## config.mk

```make
export PLATFORM = sky130hd
export DESIGN_NAME = forwarding_unit
export DESIGN_NICKNAME = d
export VERILOG_FILES = /design/src/rtl/forwarding_unit_pkg.sv /design/src/rtl/forwarding_unit_fwd_select.sv /design/src/rtl/forwarding_unit.sv
export SDC_FILE = /design/constraint.sdc
export NUM_CORES = 1
export LEC_CHECK = 0
export BUFFER_PORTS_ARGS = -buffer_cell sky130_fd_sc_hd__buf_2
export CORE_ASPECT_RATIO = 1.75
export CORE_UTILIZATION = 45
export DETAILED_ROUTE_END_ITERATION = 7
export GPL_ROUTABILITY_DRIVEN = 1
export MAX_ROUTING_LAYER = met4
export PLACE_DENSITY = 0.84
export REMOVE_ABC_BUFFERS = 1
export SYNTH_ARGS = -nofsm -noshare
export SYNTH_HDL_FRONTEND = slang
export SYNTH_SLANG_ARGS = --single-unit
```

## constraint.sdc

```tcl
create_clock -name clk -period 4.63 [get_ports clk]
set_clock_uncertainty 0.2 [all_clocks]
set_input_delay 0.926 -clock clk [delete_from_list [all_inputs] [get_ports clk]]
set_output_delay 0.926 -clock clk [all_outputs]
set_load 0.01 [all_outputs]
```

## src/rtl/forwarding_unit_pkg.sv

```systemverilog
// Shared constants for the EX-stage operand forwarding logic.
// Select encodings drive the ALU operand muxes; 2'b11 is never produced.
package forwarding_unit_pkg;

  localparam int REG_ADDR_W = 5;

  localparam logic [1:0] FWD_REGFILE = 2'b00;
  localparam logic [1:0] FWD_EXMEM   = 2'b01;
  localparam logic [1:0] FWD_MEMWB   = 2'b10;

endpackage

```

## src/rtl/forwarding_unit_fwd_select.sv

```systemverilog
// Per-operand forwarding decision: picks the youngest in-flight writer of rs.
// Register 0 is hardwired to zero, so a write to it is never forwarded.
module fwd_select #(
  parameter int REG_ADDR_W = forwarding_unit_pkg::REG_ADDR_W
) (
  input  logic [REG_ADDR_W-1:0] rs,
  input  logic [REG_ADDR_W-1:0] ex_mem_rd,
  input  logic                  ex_mem_reg_write,
  input  logic [REG_ADDR_W-1:0] mem_wb_rd,
  input  logic                  mem_wb_reg_write,
  output logic [1:0]            sel
);
  import forwarding_unit_pkg::*;

  logic ex_mem_hit;
  logic mem_wb_hit;

  assign ex_mem_hit = ex_mem_reg_write && (ex_mem_rd != '0) && (ex_mem_rd == rs);
  assign mem_wb_hit = mem_wb_reg_write && (mem_wb_rd != '0) && (mem_wb_rd == rs);

  // EX/MEM holds the newer value, so it wins when both stages match.
  always_comb begin
    sel = FWD_REGFILE;
    if (ex_mem_hit) begin
      sel = FWD_EXMEM;
    end else if (mem_wb_hit) begin
      sel = FWD_MEMWB;
    end
  end

endmodule

```

## src/rtl/forwarding_unit.sv

```systemverilog
// Operand forwarding unit: combinational mux selects for both EX operands
// plus saturating counters of how often each forwarding path is used.
module forwarding_unit #(
  parameter int REG_ADDR_W = forwarding_unit_pkg::REG_ADDR_W,
  parameter int CNT_W      = 16
) (
  input  logic                  clk,
  input  logic                  reset,
  input  logic [REG_ADDR_W-1:0] idExRs,
  input  logic [REG_ADDR_W-1:0] idExRt,
  input  logic [REG_ADDR_W-1:0] exMemRd,
  input  logic                  exMemRegWrite,
  input  logic [REG_ADDR_W-1:0] memWbRd,
  input  logic                  memWbRegWrite,
  output logic [1:0]            operand1Control,
  output logic [1:0]            operand2Control,
  output logic [CNT_W-1:0]      exMemFwdCount,
  output logic [CNT_W-1:0]      memWbFwdCount
);
  import forwarding_unit_pkg::*;

  function automatic logic [CNT_W-1:0] sat_add(input logic [CNT_W-1:0] a,
                                               input logic [1:0]       inc);
    logic [CNT_W:0] sum;
    sum = {1'b0, a} + {{(CNT_W-1){1'b0}}, inc};
    return sum[CNT_W] ? {CNT_W{1'b1}} : sum[CNT_W-1:0];
  endfunction

  logic [1:0]       op1_raw;
  logic [1:0]       op2_raw;
  logic [1:0]       exmem_inc;
  logic [1:0]       memwb_inc;
  logic [CNT_W-1:0] exmem_cnt_p0;
  logic [CNT_W-1:0] memwb_cnt_p0;

  fwd_select #(.REG_ADDR_W(REG_ADDR_W)) u_sel_op1 (
    .rs               (idExRs),
    .ex_mem_rd        (exMemRd),
    .ex_mem_reg_write (exMemRegWrite),
    .mem_wb_rd        (memWbRd),
    .mem_wb_reg_write (memWbRegWrite),
    .sel              (op1_raw)
  );

  fwd_select #(.REG_ADDR_W(REG_ADDR_W)) u_sel_op2 (
    .rs               (idExRt),
    .ex_mem_rd        (exMemRd),
    .ex_mem_reg_write (exMemRegWrite),
    .mem_wb_rd        (memWbRd),
    .mem_wb_reg_write (memWbRegWrite),
    .sel              (op2_raw)
  );

  // Reset gates the selects immediately, without waiting for a clock edge.
  assign operand1Control = reset ? FWD_REGFILE : op1_raw;
  assign operand2Control = reset ? FWD_REGFILE : op2_raw;

  always_comb begin
    exmem_inc = {1'b0, operand1Control == FWD_EXMEM} + {1'b0, operand2Control == FWD_EXMEM};
    memwb_inc = {1'b0, operand1Control == FWD_MEMWB} + {1'b0, operand2Control == FWD_MEMWB};
  end

  // Stage p0: per-cycle event accumulation.
  always_ff @(posedge clk) begin
    if (reset) begin
      exmem_cnt_p0 <= '0;
      memwb_cnt_p0 <= '0;
    end else begin
      exmem_cnt_p0 <= sat_add(exmem_cnt_p0, exmem_inc);
      memwb_cnt_p0 <= sat_add(memwb_cnt_p0, memwb_inc);
    end
  end

  assign exMemFwdCount = exmem_cnt_p0;
  assign memWbFwdCount = memwb_cnt_p0;

endmodule

```

==> results of run 1 <==
-- sequential cells by signal, indices dropped and copies added (netlist names) --
| register | flops |
|---|---|
| exMemFwdCount | 16 |
| memWbFwdCount | 16 |
-- logic make-up after synthesis --
family                   share of synthesized area [%]
multiplexers                                      1.13
XOR/XNOR                                          18.3
AO/OA/AOI/OAI                                     12.3
buffers and inverters                             3.17
AND/OR/NAND/NOR                                   25.3
adder cells (fa/ha/maj)                           3.67
flip-flops                                        36.1
-- through the flow --
step	area (um2)	hold slack, ns	total power (uW)	setup WS (ns)
finish	2240	0.330	551	0.589
detailed placement	2140	0.314	328	0.332
floorplan	1760	0.325	303	0.535
CTS	2240	0.334	554	0.616
global route	2240	0.365	568	0.313
global placement	2140	0.315	327	0.445
-- power by group through the flow --
stage / clock network (uW) / registers (uW) / logic, uW
6_report: 229 / 276 / 45.4
5_1_grt: 243 / 276 / 49.4
4_1_cts: 232 / 276 / 45.8
3_5_place_dp: 0 / 282 / 45.7
3_3_place_gp: 0 / 282 / 44.6
2_1_floorplan: 0 / 282 / 20.5
-- cells in the final DEF, fill, tap and decap left out, drive strengths merged, types with 2 or more instances in the layout --
cell and instances:
or4 4, nand4 7, mux2i 2, nor3 11
xnor2 30, inv 10, a31oi 5, nor4 10
nand3b 2, nor2b 6, nand2 12, clkbuf 6
xor2 7, nor2 11, nand3 14, a21oi 24
ha 2, a211oi 3, clkinvlp 2, dfxtp 32
buf 63, fa 2, o21ai 3
-- final cells by class --
cell class	count	area [um2]
clock buffers	6	82.6
clock inverters	2	15.0
inverters	10	37.5
flip-flops and latches	32	641
fillers	382	1470
well taps	46	57.6
repair buffers	63	325
multi-input cells	164	1080
-- worst paths after layout --
kind                            slack [ns]                      endpoint                    startpoint
worst min register to register        0.33  exMemFwdCount[13]$_SDFF_PP0_  exMemFwdCount[12]$_SDFF_PP0_
worst min-delay path                  0.33  exMemFwdCount[13]$_SDFF_PP0_  exMemFwdCount[12]$_SDFF_PP0_
worst max-delay path                  0.59   memWbFwdCount[0]$_SDFF_PP0_                    exMemRd[0]
worst max register to register        2.23   exMemFwdCount[7]$_SDFF_PP0_   exMemFwdCount[0]$_SDFF_PP0_
-- cells in the mapped netlist (all sizes together) --
cell type / n / share of area, %
nand2b: 1 / 0.35
and3b: 1 / 0.49
a211oi: 3 / 1.3
fa: 2 / 2.3
or2b: 1 / 0.42
o21bai: 1 / 0.42
o21ai: 3 / 1.1
nor3: 11 / 3.1
a21oi: 24 / 6.8
nor2b: 6 / 2.1
a31oi: 5 / 1.8
clkbuf: 5 / 1.1
and4bb: 1 / 0.71
a31o: 1 / 0.49
dfxtp: 32 / 36
nand3b: 2 / 0.85
xor2: 7 / 3.5
xnor2: 30 / 15
nand4: 7 / 2.5
inv: 10 / 2.1
and3: 1 / 0.35
nor4: 10 / 3.5
mux2i: 2 / 1.1
o311a: 1 / 0.56
nor2: 11 / 2.3
ha: 2 / 1.4
nand3: 14 / 3.9
nand2: 12 / 2.5
or4: 4 / 1.7
nor3b: 1 / 0.42
-- worst min-delay path, stage by stage, from the launching register on --
cell and delay (ns):
dfxtp_1 0.34, nand4_1 0.08, a21oi_1 0.06
-- layer usage --
layer	GRT usage, %	share of wire, %	vias up
li1	-	-	881
met1	21.4	39	822
met2	38.5	53	58
met3	3.23	4.3	9
met4	13.0	3.3	0
met5	-	0	-
==> results_dict.tcl, run 1 <==
set metrics [dict create \
    finalCriticalPeriod_ns 4.04 \
    syn_avg_cell_area_um2 8.41 \
    cts.sinks 32 \
    wire_per_inst_um 13.0 \
    dr.first_iter.drc_count 41 \
    clockBufferDepth 2 \
    worstPathCellList "buf_2, or4_1, o21ai_2, nor4_1, or4_1, fa_1, inv_1, ha_1, nand2_1, nor3_1, nand2_1, a21oi_1" \
    cts_root_buf "clkbuf_8" \
    diodes 0 \
    netlist_area_um2 1770 \
    timing.final.crit_share_pct 87.3 \
    cpPeakStageDelay_ns 0.55 \
    fmax_ghz 0.247 \
    relSlewSlack_pct 65.6 \
    cts_buffers 5 \
    critical_path_required_ns 4.65 \
    postRouteAntennaNets 0 \
    clk_pin_slew_ns 0.07 \
    portBuffers 59 \
    rsz0062_at_grt "false" \
    track_usage_pct 21.5 \
    hpwl_um 3150 \
    grt_first_pass_wirelength_um 6820 \
    grt_max_degree 21 \
    endpoint_kind "register" \
    cts_resized 0 \
    p_clk_share_pct 41.7 \
    viasPerCell 5.48 \
    power_density_nw_per_um2 246 \
    initial_core_util_pct 47.9 \
    cp_slowest_cell "or4_1" \
    synth.ff_latch_count 32 \
    drive_gt1_share_pct 26.7 \
    peakVddDrop_v 0.000214 \
    fin_util_pct 60.4 \
    syn2layout_area_growth_pct 26.0 \
    placementRows 29 \
    nNetsFinal 304 \
    final_cells 323 \
    die-height_um 85.1 \
    p_leak_uw 0.000858 \
    tritoncts "yes" \
    io_pins 60 \
    sequentialPowerShare_pct 50.1 \
    internal_power_uw 417 \
    dp.cells 315 \
    combPwrFrac_pct 8.2 \
    finalHoldViolCount 0 \
    vias 1770 \
    setup_violations 0 \
    routed_wirelength_um 4210 \
    dieArea_um2 4210 \
    clk_latency_ns 0.29 \
    sw_frac_of_total_pct 24.2 \
    reg2regPathDepth 8 \
    drc 0 \
    coreArea_um2 3700 \
    final_max_slew_viol_count 0 \
    status "finished clean" \
    cts_max_level 2 \
    seq_area_frac_synth_pct 36.1 \
    worstSetupPathDepth 12 \
    setup_tns_ns 0 \
    drv_cap 0 \
    firstDrtPassIters 4 \
    ys_warn_count 0 \
    gp_congestion 0.853 \
    switchingPower_uw 133 \
    crit_family "simple AND/OR/NAND/NOR gates" \
    tightest_slew_ns 0.512 \
    yosysUniqueCellTypes 31 \
    path_buf_inv 2 \
    antenna_found_initial 0 \
    startpoint_type "primary input" \
    crit_type "in -> reg" \
    grt_pass1_vias 1662 \
    hold_path_class "reg -> reg" \
    worstPathMaxFanout 11 \
    cts_hold_buf 0 \
    synthCells 211 \
    fp.dieW_um 49.5 \
    grt-ovfl-total 0 \
    holdPathStages 2 \
    post_cts_buffers 0 \
    arrival_ns 4.06 \
]
(Power assumes the default switching activity.)
==> run 2, diff against run 1 <==
- ABC_AREA: unset -> 1
- PLACE_DENSITY: 0.84 -> 0.81
==> run 2 against run 1 <==
- fmax increased by 22%
- largest cell class unchanged
- highest routed layer unchanged
- utilization down 4.2 points
- critical endpoint is now memWbFwdCount[15]$_SDFF_PP0_
- sequential share of layout area decreased by 4.2 points
- worst hold slack improved by 0.018 ns
==> results_dict.tcl, run 2 <==
set metrics [dict create \
    dr.first_iter.drc_count 64 \
    vias 2246 \
    cts_hold_buf 0 \
    ys_warn_count 0 \
    p_clk_share_pct 42.1 \
    track_usage_pct 23.6 \
    post_cts_buffers 0 \
    holdPathStages 2 \
    synth_fa_ha_area_share_pct 2.99 \
    final_max_slew_viol_count 0 \
    setup_tns_ns 0 \
    grt_first_pass_wirelength_um 8380 \
    power_density_nw_per_um2 214 \
    antenna_found_initial 0 \
    synthCells 321 \
    synth_common_cells "73 x nand2_1, 42 x inv_1, 42 x nor2_1" \
    muxShareOfSynthArea_pct 0 \
    peakVddDrop_v 0.000168 \
    netlist_area_um2 2170 \
    fp.dieW_um 54.5 \
    fin_ws_ns 1.31 \
    grt-ovfl-total 0 \
    drive_gt1_share_pct 24.2 \
    yosysTopAreaCell "dfxtp_1" \
    relSlewSlack_pct 76.3 \
    register_area_um2 641 \
    postRouteAntennaNets 0 \
    yosysMostFrequentCell "nand2_1" \
    nNetsFinal 412 \
    firstDrtPassIters 4 \
    io_pins 60 \
    crit_type "in -> reg" \
    ys_top_cells_by_area "dfxtp_1 29%, nand2_1 13%, xnor2_1 8.1%" \
    timing.final.crit_share_pct 71.7 \
    switchingPower_uw 133 \
    coreArea_um2 4670 \
    sw_frac_of_total_pct 23.6 \
    drc 0 \
    dieArea_um2 5120 \
    cts_resized 0 \
    finalHoldViolCount 0 \
    layout_commonest_cell "nand2_1" \
    reg2regPathDepth 10 \
    diodes 0 \
    cts.sinks 32 \
    clk_pin_slew_ns 0.06 \
    combPwrFrac_pct 8.8 \
    dp.cells 429 \
    drv_cap 0 \
    multi_input_area_um2 1350 \
    syn_avg_cell_area_um2 6.77 \
    final_cell_mix "73 x nand2_1, 59 x buf_2, 42 x nor2_1, 42 x inv_1, 32 x dfxtp_1" \
    die-height_um 93.9 \
    critical_path_required_ns 4.67 \
    yosys_most_used_dff "dfxtp_1" \
    seq_area_frac_synth_pct 29.5 \
    p_leak_uw 0.00124 \
    endpoint_kind "register" \
    startpoint_type "primary input" \
    cts_buffers 5 \
    tritoncts "yes" \
    synth_top_area_share_pct 29.5 \
    final_cells 436 \
    worstPathMaxFanout 11 \
    synth-simple-area-share_pct 40.2 \
    synthArstFlopShare_pct 0 \
    synthXorXnorAreaFrac_pct 13.3 \
    fmax_ghz 0.301 \
    cts_max_level 2 \
    sequentialPowerShare_pct 49.1 \
    grt_pass1_vias 2004 \
    initial_core_util_pct 46.6 \
    hpwl_um 4430 \
    grt_max_degree 26 \
    cts_root_buf "clkbuf_8" \
    synth_top_family_by_area "simple AND/OR/NAND/NOR gates" \
    synth.ff_latch_count 32 \
    hold_ws_ns 0.348 \
    placementRows 33 \
    wire_per_inst_um 12.8 \
    arrival_ns 3.35 \
    routed_wirelength_um 5560 \
    gp_congestion 0.903 \
    finalCriticalPeriod_ns 3.32 \
    dp_worst_setup_slack_ns 0.997 \
    syn2layout_area_growth_pct 20.6 \
    clockBufferDepth 2 \
    hold_path_class "reg -> reg" \
    synth_compound_area_share_pct 5.53 \
    clk_latency_ns 0.29 \
    status "finished clean" \
    tightest_slew_ns 0.356 \
    viasPerCell 5.15 \
    setup_violations 0 \
    rsz0062_at_grt "false" \
    synth-edff-count 0 \
    yosysUniqueCellTypes 25 \
    internal_power_uw 430 \
    fillers 467 \
    portBuffers 59 \
]
-- run 2: cell types whose count changed after synthesis, moves of 10 or more --
cell,change
inv_1,+32
nand3_1,+14
nor4_1,-10
xnor2_1,-10
nand2_1,+61
nor2_2,+12
nor2_1,+31
-- run 2: worst paths after layout --
path                                        to                         start  slack, ns
setup / recovery  memWbFwdCount[15]$_SDFF_PP0_                         reset       1.31
hold / removal    exMemFwdCount[10]$_SDFF_PP0_  exMemFwdCount[10]$_SDFF_PP0_       0.35
setup reg to reg  exMemFwdCount[13]$_SDFF_PP0_   exMemFwdCount[0]$_SDFF_PP0_       2.47
hold reg to reg   exMemFwdCount[10]$_SDFF_PP0_  exMemFwdCount[10]$_SDFF_PP0_       0.35
-- run 2: power groups by stage --
stage | logic, uW | registers [uW] | clock network [uW]
2_1_floorplan | 24.4 | 282 | 0
3_3_place_gp | 48.5 | 282 | 0
3_5_place_dp | 49.8 | 282 | 0
4_1_cts | 49.9 | 276 | 238
5_1_grt | 54.4 | 276 | 251
6_report | 49.5 | 276 | 237
-- run 2: cell families (layout without fill, tap and decap cells) --
family	count (synthesis)	in the layout
flops	32	32
simple gates	180	180
xor+xnor	33	33
buf+inv	49	112
compound gates	23	23
fa+ha+maj	4	4
-- run 2: area by class of cell --
class                           count  area share, %
Multi-Input combinational cell    240           51.4
Sequential cell                    32           24.4
Timing Repair Buffer               60           11.6
Inverter                           45           6.44
Clock buffer                        7           3.68
Tap cell                           52           2.48
-- run 2: layer usage --
layer	track usage, %	wire (um)	up-vias
met1	21.1	2010	1013
met3	3.88	221	15
met4	11.3	188	0
met5	-	0	-
li1	-	-	1135
met2	44.5	3140	83
-- run 2: metrics by stage --
stage,utilization [%],instance area (um2),power [uW]
after detailed placement,54.1,2520,332
after floorplan,-,2160,307
after global placement,54.1,2520,331
after CTS,56.2,2620,563
after global routing,56.2,2620,581
final,56.2,2620,562
-- run 2: critical path: stages --
cell	delay, ns
buf_2	0.10
inv_1	0.27
o21ai_0	0.14
a21oi_1	0.18
nand3_1	0.10
nor2_1	0.10
nand2_1	0.07
fa_1	0.42
inv_1	0.10
ha_1	0.22
nand3_1	0.14
nor2_4	0.18
nand4_2	0.16
nand3_1	0.13
nand2_1	0.06
inv_1	0.06
==> run 3, diff against run 2 <==
- clock period: 4.63 -> 3.3 ns (I/O delays scaled with it)
==> run 3 against run 2 <==
- register-to-register slack worse by 1.3 ns
- combinational power increased by 44%
- worst hold slack improved by 0.025 ns
- flip-flop and latch count unchanged
- utilization decreased by 0.081 points
- non-clock buffer count up 2
- critical path type unchanged
- critical endpoint is now exMemFwdCount[13]$_SDFF_PP0_
- largest cell class unchanged
==> results_dict.tcl, run 3 (synthesis gave the netlist of run 2 again) <==
set metrics [dict create \
    status "finished clean" \
    coreArea_um2 4670 \
    arrival_ns 2.89 \
    grt_pass1_vias 2230 \
    drc 0 \
    setup_tns_ns 0 \
    finalCriticalPeriod_ns 2.86 \
    clk_latency_ns 0.28 \
    power_density_nw_per_um2 284 \
    crit_type "in -> reg" \
    dp_worst_setup_slack_ns 0.122 \
    firstDrtPassIters 4 \
    fp.dieW_um 54.5 \
    cts_buffers 5 \
    syn2layout_area_growth_pct 20.4 \
    peakVddDrop_v 0.000282 \
    endpoint_kind "register" \
    clockBufferDepth 2 \
    track_usage_pct 24.5 \
    cts_hold_buf 0 \
    initial_core_util_pct 46.6 \
    nNetsFinal 414 \
    hpwl_um 4480 \
    hold_path_class "reg -> reg" \
    diodes 0 \
    worstPathMaxFanout 7 \
    totalPowerFinal_uw 743 \
    finalInstanceArea_um2 2620 \
    placementRows 33 \
    gp_congestion 0.880 \
    fin_ws_ns 0.442 \
    cts_max_level 2 \
    die-height_um 93.9 \
    final_max_slew_viol_count 0 \
    grt_max_degree 25 \
    drive_gt1_share_pct 24.4 \
    cts.sinks 32 \
    timing.final.crit_share_pct 86.6 \
    layout_commonest_cell "nand2_1" \
    vias 2260 \
    finalHoldViolCount 0 \
    postRouteAntennaNets 0 \
    relSlewSlack_pct 80.2 \
    antenna_found_initial 0 \
    fmax_ghz 0.350 \
    grt-ovfl-total 0 \
    post_cts_buffers 0 \
    wire_per_inst_um 12.7 \
    critical_path_required_ns 3.33 \
    viasPerCell 5.16 \
    drv_cap 0 \
    setup_violations 0 \
    dr.first_iter.drc_count 62 \
    rsz0062_at_grt "false" \
    portBuffers 59 \
    dieArea_um2 5120 \
    cts_root_buf "clkbuf_8" \
    tritoncts "yes" \
    tightest_slew_ns 0.296 \
    grt_first_pass_wirelength_um 8980 \
    io_pins 60 \
    cts_resized 0 \
    p_leak_uw 0.00124 \
    routed_wirelength_um 5570 \
    placed_area_um2 2540 \
    startpoint_type "primary input" \
    clk_pin_slew_ns 0.07 \
    final_cell_mix "73 x nand2_1, 59 x buf_2, 42 x nor2_1, 42 x inv_1, 32 x dfxtp_1" \
]
==> run 3: changes by cell type in the layout (fill, tap and decap cells not counted), sizes merged <==
cell | previous run | this run
buf | 60 | 62
clkbuf | 7 | 6
clkinv | 0 | 1
==> run 3: area by class of cell <==
class	count	area (um2)
Clock inverter	1	5.00
Fill cell	484	2050
Sequential cell	32	641
Inverter	45	169
Tap cell	52	65.1
Timing Repair Buffer	62	318
Multi-Input combinational cell	240	1350
Clock buffer	6	72.6
==> run 3: worst paths after layout <==
kind                            slack (ns)                           end                    startpoint  depth (start not counted)
worst max-delay path                  0.44  exMemFwdCount[13]$_SDFF_PP0_                    exMemRd[4]                         16
worst min register to register        0.37  exMemFwdCount[10]$_SDFF_PP0_  exMemFwdCount[10]$_SDFF_PP0_                          2
worst min-delay path                  0.37  exMemFwdCount[10]$_SDFF_PP0_  exMemFwdCount[10]$_SDFF_PP0_                          2
worst max register to register        1.18   memWbFwdCount[8]$_SDFF_PP0_   memWbFwdCount[0]$_SDFF_PP0_                         10
==> run 3: metal layers <==
layer,wire length (um),vias up,GRT usage [%]
met5,0,-,-
met4,199,0,12.8
met3,265,17,3.88
met2,3050,93,45.0
met1,2060,1011,22.5
li1,-,1139,-
==> run 3: report_power, final <==
part / leakage, uW / switching (uW) / internal, uW / total [uW]
sequential: 0.000258 / 0.284 / 387 / 387
clock: 0.0000410 / 141 / 143 / 285
combinational: 0.000945 / 39.6 / 31.8 / 71.5
==> run 3: stage by stage <==
stage                     std cells  hold WS, ns  utilization, %
after global routing            438        0.384            56.1
after floorplan                 317        0.326               -
final                           438        0.372            56.1
after global placement          431        0.324            54.4
after detailed placement        431        0.346            54.4
after CTS                       438        0.362            56.1
==> run 3: worst max-delay path, cell delays in order <==
cell	delay [ns]
buf_2	0.12
xnor2_1	0.17
nand3_1	0.10
nor2_1	0.10
nand2_1	0.08
nor2_1	0.13
inv_1	0.07
fa_1	0.44
inv_1	0.10
ha_1	0.19
nand2_2	0.10
nor2_4	0.23
nand4_4	0.17
nand3_1	0.13
nand2_1	0.05
inv_1	0.04
